`src/rtl/uart_tx.sv`:
```
// uart_tx: byte-serial UART transmitter sitting downstream of the TX FIFO.
// Sends each byte as an 8N1 frame, LSB first, at a fixed compile-time baud rate.
// Defining UART_TX_PARITY_EN adds an even-parity bit, which makes the frame 8E1.
//
// State table:
//   state  | meaning
//   IDLE   | line high; pops the FIFO head when have_next_i is set
//   START  | start bit (0) on the line
//   DATA   | 8 data bits, LSB first
//   PARITY | even parity bit (only with UART_TX_PARITY_EN)
//   STOP   | stop bit (1) on the line
//
// Ports:
//   clk_i        core clock
//   reset_ni     synchronous active-low reset
//   have_next_i  FIFO not empty
//   data_i       FIFO head byte (sampled only in IDLE)
//   next_o       one-cycle pop strobe to the FIFO
//   tx_o         registered serial line, idles high
//   busy_o       frame in progress (state != IDLE)
module uart_tx #(
  parameter int unsigned ClkHz = 20_000_000,
  parameter int unsigned Baud  = 115_200,
  parameter int unsigned Div   = ClkHz / Baud
) (
  input  logic       clk_i,
  input  logic       reset_ni,
  input  logic       have_next_i,
  input  logic [7:0] data_i,
  output logic       next_o,
  output logic       tx_o,
  output logic       busy_o
);

  // Div >= 4 keeps IDLE at least 2 cycles clear of the last pop, so the FIFO's
  // one-cycle-late have_next can never cause a stale second pop.
  if (Div < 4) begin : g_div_check
    $fatal(1, "uart_tx: Div (ClkHz/Baud) must be at least 4");
  end

  localparam int unsigned CntW = (Div > 1) ? $clog2(Div) : 1;
  localparam logic [CntW-1:0] CntMax = CntW'(Div - 1);

  typedef enum logic [2:0] {
    IDLE,
    START,
    DATA,
`ifdef UART_TX_PARITY_EN
    PARITY,
`endif
    STOP
  } state_e;

  state_e          state_q, state_d;
  logic [7:0]      shift_q, shift_d;
  logic [CntW-1:0] baud_cnt_q, baud_cnt_d;
  logic [2:0]      bit_cnt_q, bit_cnt_d;
  logic            tx_q, tx_d;
  logic            tick;
`ifdef UART_TX_PARITY_EN
  logic            parity_q, parity_d;
`endif

  assign tick   = (baud_cnt_q == CntMax);
  assign tx_o   = tx_q;
  assign busy_o = (state_q != IDLE);

  always_comb begin
    state_d    = state_q;
    shift_d    = shift_q;
    baud_cnt_d = baud_cnt_q;
    bit_cnt_d  = bit_cnt_q;
    tx_d       = tx_q;
    next_o     = 1'b0;
`ifdef UART_TX_PARITY_EN
    parity_d   = parity_q;
`endif

    // The baud counter runs in every state except IDLE and wraps on each tick.
    if (state_q != IDLE) begin
      baud_cnt_d = tick ? '0 : baud_cnt_q + CntW'(1);
    end

    unique case (state_q)
      IDLE: begin
        baud_cnt_d = '0;
        bit_cnt_d  = '0;
        tx_d       = 1'b1;
        // reset_ni is ANDed in here so next_o stays low while reset is held.
        if (have_next_i && reset_ni) begin
          next_o   = 1'b1;
          shift_d  = data_i;
          state_d  = START;
          tx_d     = 1'b0;
`ifdef UART_TX_PARITY_EN
          parity_d = ^data_i;
`endif
        end
      end
      START: begin
        if (tick) begin
          state_d = DATA;
          tx_d    = shift_q[0];
        end
      end
      DATA: begin
        if (tick) begin
          shift_d   = shift_q >> 1;
          bit_cnt_d = bit_cnt_q + 3'd1;  // wraps 7 -> 0 on the exit
          if (bit_cnt_q == 3'd7) begin
`ifdef UART_TX_PARITY_EN
            state_d = PARITY;
            tx_d    = parity_q;
`else
            state_d = STOP;
            tx_d    = 1'b1;
`endif
          end else begin
            tx_d = shift_q[1];
          end
        end
      end
`ifdef UART_TX_PARITY_EN
      PARITY: begin
        if (tick) begin
          state_d = STOP;
          tx_d    = 1'b1;
        end
      end
`endif
      STOP: begin
        if (tick) begin
          state_d = IDLE;
          tx_d    = 1'b1;
        end
      end
      default: begin
        state_d = IDLE;
        tx_d    = 1'b1;
      end
    endcase
  end

  always_ff @(posedge clk_i) begin
    if (!reset_ni) begin
      state_q    <= IDLE;
      shift_q    <= '0;
      baud_cnt_q <= '0;
      bit_cnt_q  <= '0;
      tx_q       <= 1'b1;
`ifdef UART_TX_PARITY_EN
      parity_q   <= 1'b0;
`endif
    end else begin
      state_q    <= state_d;
      shift_q    <= shift_d;
      baud_cnt_q <= baud_cnt_d;
      bit_cnt_q  <= bit_cnt_d;
      tx_q       <= tx_d;
`ifdef UART_TX_PARITY_EN
      parity_q   <= parity_d;
`endif
    end
  end

endmodule

```
`config.mk`:
```
export PLATFORM = sky130hd
export DESIGN_NAME = uart_tx
export DESIGN_NICKNAME = d
export VERILOG_FILES = /design/src/rtl/uart_tx.sv
export SDC_FILE = /design/constraint.sdc
export NUM_CORES = 1
export LEC_CHECK = 0
export CORE_ASPECT_RATIO = 0.8
export CORE_MARGIN = 2
export CORE_UTILIZATION = 50
export DETAILED_ROUTE_END_ITERATION = 12
export PLACE_DENSITY = 0.72
export SYNTH_ARGS = -nofsm -noshare
export SYNTH_HDL_FRONTEND = slang
export SYNTH_SLANG_ARGS = --single-unit
```
`constraint.sdc`:
```
create_clock -name clk_i -period 2.3 [get_ports clk_i]
set_input_delay 0.345 -clock clk_i [delete_from_list [all_inputs] [get_ports clk_i]]
set_output_delay 0.345 -clock clk_i [all_outputs]
set_load 0.01 [all_outputs]
```
Yosys cells after proc, flatten, opt, wreduce, memory -nomap -nowiden
Index checks and enable logic that the tools add are counted.
Widths: inputs -> output; s select.
{ "classes": {"addsub": 2, "eq_ne": 10, "muxes": 20, "bitwise": 1, "reduce_logical": 9} }
{ "ops": {"columns": ["cell", "n"], "rows": [
  ["$mux 8", 3],
  ["$mux 3", 6],
  ["$pmux 8 s2", 1],
  ["$pmux 3 s4", 1],
  ["$ne 2x2->1 const B", 5],
  ["$add 8x1->8 const B", 1],
  ["$eq 8x8->1 const B", 1],
  ["$mux 1", 7],
  ["$eq 3x2->1 const B", 2],
  ["$pmux 3 s2", 1],
  ["$reduce_and 3->1", 2],
  ["$reduce_and 5->1", 1],
  ["$pmux 1 s4", 1],
  ["$add 3x1->3 const B", 1],
  ["$eq 3x1->1 const B", 1],
  ["$eq 3x3->1 const B", 1],
  ["$logic_not 3->1", 1],
  ["$reduce_bool 3->1", 1],
  ["$reduce_and 2->1", 1],
  ["$reduce_bool 2->1", 1],
  ["$reduce_or 2->1", 1],
  ["$logic_and 1x1->1", 1],
  ["$not 1->1", 1]
]} }
{ "totals": {"register_bits": 23, "input_bits": 11, "output_inout_bits": 3, "word_cells": 47} }

Logic depth before layout (Yosys ltp)
{ "logic_depth": {"word_depth": 4, "ltp_mapped": 8, "depth_no_buf": 6} }

Worst setup path before layout
OpenSTA, ideal clock, no wires.
{ "synth_timing": {"path_kind": "register -> register", "startpoint": "register state_q[0]", "endpoint": "register shift_q[1]", "setup_ns": 0.124, "arrival_time_ns": 1.460, "required_time_ns": 2.176, "setup_slack_ns": 0.716, "path_stages_with_launch": 8, "n_path_buf": 1, "period_less_slack_ns": 1.584, "cell_sequence": "dfxtp_1 > inv_1 > ha_1 > and2b_1 > a41o_4 > nor2b_4 > buf_6 > mux2i_1"} }
{ "synth_between": {"elab_chain_len": 3, "word_cells_on_any_way": 7, "cone_classes": "3 x eq/ne; 1 x mux; 3 x reduce/logical"} }
{ "synth_lines": {"columns": ["element", "line_no", "rtl"], "rows": [
  ["start: declaration", "54", "state_e state_q, state_d;"],
  ["start signal: assignment", "155", "state_q <= state_d;"],
  ["$eq 3x2->1 / $logic_not 3->1 (equally long branches)", "84", "unique case (state_q)"],
  ["$ne 2x2->1 (no source line) / $reduce_bool 2->1 (equally long branches)", null, null],
  ["$reduce_and 3->1 (no source line)", null, null],
  ["end signal: assignment", "156", "shift_q <= shift_d;"],
  ["end: declaration", "55", "logic [7:0] shift_q, shift_d;"]
]} }
Several ways; a longest one is shown, not always the timed one.
A chain may end at the register's enable or synchronous reset.

Final worst setup path
{ "layout_timing": {"startpoint": "register state_q[0]", "endpoint": "output port next_o"} }
{ "layout_between": {"elab_chain_len": 2} }
{ "layout_lines": {"columns": ["element", "line_no", "rtl"], "rows": [
  ["$logic_not 3->1", "84", null],
  ["$mux 1", "84", null],
  ["end: declaration", "30", "output logic next_o,"]
]} }
Every way passes these cells.

==> flow_results.org <==
** Timing
- The final critical path takes up 92.8% of the cycle.
- Setup violations remaining at the end of the flow were counted as 0.
- The final-report max-slew violation count was 0.
- Unrepaired setup endpoints after global routing :: false
- Sum of negative setup slack :: 0 ns
- Clock skew on the completed layout was measured at ~0.0048 ns.
- For the pin with the worst max-slew slack, the measured transition is 0.416 ns.
- Measured against its own limit, the worst slew margin works out to 72.3%.
- The total count of hold-check failures in the final report is 0.
- Post-layout minimum cycle time :: approximately 2.1 ns
- Hold timing on the final database bottoms out at a slack of 0.460 ns.
- For this run, the top clock speed supported by timing is ~470 MHz.

** Power
- Clock group share of total power :: approximately an eighth
- Combinational cells account for 46.5% of the total power.
- Static power due to leakage :: 0.521 nW
- Psw :: 0.474 mW
- Fraction of power consumed by sequential logic :: 40.3%
- Overall power :: 1.32 mW
- Net switching is 35.9% of the power.
- Cell internal power was estimated by the tool at about 0.85 mW.
- Peak supply drop :: 0.000476 V
- Power density over the cells :: 934 nW/µm²

** CTS
- TritonCTS built the clock tree.
- At the later pin of the worst-skew pair, clock insertion delay measures 0.31 ns.
- Buffers added to address setup during post-CTS repair amount to 0.
- H-tree levels :: 1
- Clock-pin transition on the worst setup and hold timing paths :: 0.12 ns
- TritonCTS Buffers :: 3
- The tree is rooted in a clkbuf_4.
- In this run the deepest clock path goes through 2 buffers.
- For this design, the sink count on the clock tree is 22.
- In this run, post-CTS hold repair placed 0 buffers.
- Post-CTS repair changed the size of 0 cells.

** Drt
- Drt pass-1 iters :: 4
- After detailed routing, the number of vias per cell comes to around 5.3.
- In this run the remaining antenna-violating nets after routing total 0.
- Drt drc :: 0
- After detailed routing, the total wire length is 2340 µm.
- The detailed router finished its first iteration with 49 violations.
- Dividing the detail-routed wire length by the instance count gives 12.8 µm.
- The detailed router placed 966 vias in this run.

** Setup path
- Data arrival time of the critical path :: 1.79 ns
- Measured in cells, the most critical reg-to-reg path has a length of 6.
- For the worst setup path, the data required time is 1.96 ns.
- Of all nets on the critical path, the largest fanout is 7.
- STA classifies the critical path endpoint as a primary output.
- Reg-to-reg critical path startpoint :: state_q[0]$_SDFFE_PN0P_
- Internal reg-to-reg setup slack :: 0.39 ns
- STA classifies the critical path startpoint as a flop.
- Kind of critical path :: flop to primary output
- In this run the critical register-to-register path is captured at state_q[1]$_SDFFE_PN0P_.

** Min path
- Instance count along the most critical hold path :: 2
- End of the worst hold path :: shift_q[3]$_SDFFE_PN0P_
- In this run the worst hold path is classified as flop to flop.
- Hold wc startpoint :: shift_q[3]$_SDFFE_PN0P_

** Synthesis
- Synth area leaders :: dfxtp_1, ha_1, mux2i_1, nand2_1, o211ai_1
- Post-synthesis instance area :: 1260 µm²
- Counting distinct cell types in the post-synthesis netlist gives 32.
- The synthesized design spends more area on one cell type than any other, namely dfxtp_1.
- Syn Nets :: 154
- For this run, the number of Yosys warnings is 0.
- Flip-flop and latch count after synthesis :: 22
- Gate Count Post-Synth :: about 130
- Synthesized area per cell :: 9.40 µm²
- Portion of synthesized cell area occupied by the leading cell type :: 35.0%
- Register area share after synthesis :: 35.0%

** Placement
- Global placement routability congestion :: between 0.7 and 0.8
- After detailed placement, the total cell area comes to 1390 µm².
- HPWL after DPL :: 1750 µm
- Count of buffers inserted at the top-level ports :: 13

** Global route
- Pin count of the biggest net entering global routing :: 32
- Tot GR Track Use :: 18.0%
- Via count of the first global-routing pass :: 890
- The initial antenna violation count was 0.
- Residual overflow from global routing :: 0
- The first global-routing pass estimated 4020 µm of wire.

** Die
- The die covers between 2000 and 3000 µm².
- In this run the vertical extent of the chip is 48.9 µm.
- Once the floorplan was initialized, standard cells occupied 52.0% of the core.
- Placement Rows :: 16
- For this design the top-level I/O count stands at 14.
- The floorplan step defined a core boundary enclosing 2420 µm².
- Horizontal die dimension :: 60.1 µm

** Status
- Outcome :: finished, final reports clean

** Layout
- Filler cell count :: 208
- In the layout the commonest cells are dfxtp_1, nand2_1, clkdlybuf4s50_1, mux2i_1.
- The library cell used most frequently in the layout, excluding fill and tap cells, is dfxtp_1.
- Once layout is done, the placed cells without fillers occupy ~1400 µm².
- Layout area overhead :: 12.1%
- Diodes inserted :: 0
- Nets :: 169
- Share of final-layout standard cells stronger than drive strength 1 :: 12.2%

** Flow run
- Max-cap violations in this run came to 0.
power by group through the flow:
stage	logic, mW	clock network [mW]	registers (mW)
2_1_floorplan	0.476	0	0.525
3_3_place_gp	0.592	0	0.535
3_5_place_dp	0.613	0	0.536
4_1_cts	0.615	0.181	0.529
5_1_grt	0.667	0.200	0.541
6_report	0.613	0.175	0.531
worst max-delay path, cell delays in order, from the launching register on:
cell and delay, ns:
dfxtp_1 0.37, inv_1 0.10, ha_1 0.29, and3_1 0.19
clkdlybuf4s50_1 0.53
area by class of cell:
cell class              instances  area, µm²  share of cell area, %
inverters                       6       22.5                   1.59
well taps                      36       45.0                   3.19
repair buffers                 16        153                   10.8
clock buffers                   3       22.5                   1.59
multi-input cells             100        729                   51.6
flip-flops and latches         22        440                   31.2
logic make-up (layout without fill, tap and decap cells):
kind of cell | Yosys count | after routing | share of synthesized area [%]
AOI/OAI and AO/OA | 20 | 20 | 11.8
DFF | 22 | 22 | 35.0
buffers and inverters | 12 | 25 | 7.15
muxes | 10 | 10 | 7.94
and+or+nand+nor | 55 | 55 | 25.0
adders and majority gates | 9 | 9 | 8.94
xor gates and xnor gates | 6 | 6 | 4.17
through the flow:
stage                     utilization, %  worst slack (ns)  instances
after CTS                           58.3             0.133        183
after detailed placement            57.4             0.369        180
after global routing                58.3            0.0273        183
final                               58.3             0.165        183
after global placement              57.4             0.390        180
after floorplan                        -             0.716        134
Yosys cell counts, drive strengths merged:
cell type	instances
a21boi	2
a21oi	2
a31oi	1
a41o	1
and2b	2
and3	2
and4b	2
buf	2
clkbuf	4
dfxtp	22
ha	9
inv	6
mux2i	10
nand2	19
nand2b	2
nand3	3
nand4	2
nand4b	1
nor2	9
nor2b	3
nor3	3
o211ai	9
o21ai	2
o22ai	3
or2b	7
xnor2	4
xor2	2
flip-flops by register name (all words and copies together) (netlist names):
name	cells
baud_cnt_q	8
shift_q	8
bit_cnt_q	3
state_q	2
tx_o	1
how the worst max path moves through the flow:
stage | slack, ns | start | endpoint | depth (start not counted)
after global placement | 0.39 | have_next_i | next_o | 3
after detailed placement | 0.37 | have_next_i | next_o | 3
final | 0.16 | state_q[0]$_SDFFE_PN0P_ | next_o | 4
after CTS | 0.13 | state_q[0]$_SDFFE_PN0P_ | next_o | 4
after floorplan | 0.72 | state_q[0]$_SDFFE_PN0P_ | shift_q[1]$_SDFFE_PN0P_ | 7
after global routing | 0.03 | state_q[1]$_SDFFE_PN0P_ | next_o | 4
routing by layer:
layer / track usage, % / up-vias / share of wire [%]
met2: 26.4 / 33 / 45
met4: 4.44 / 0 / 0.56
met5: 0 / - / 0
li1: - / 487 / -
met1: 25.7 / 444 / 49
met3: 5.57 / 2 / 5.6
Note: power is estimated with default switching activity, not from simulation.
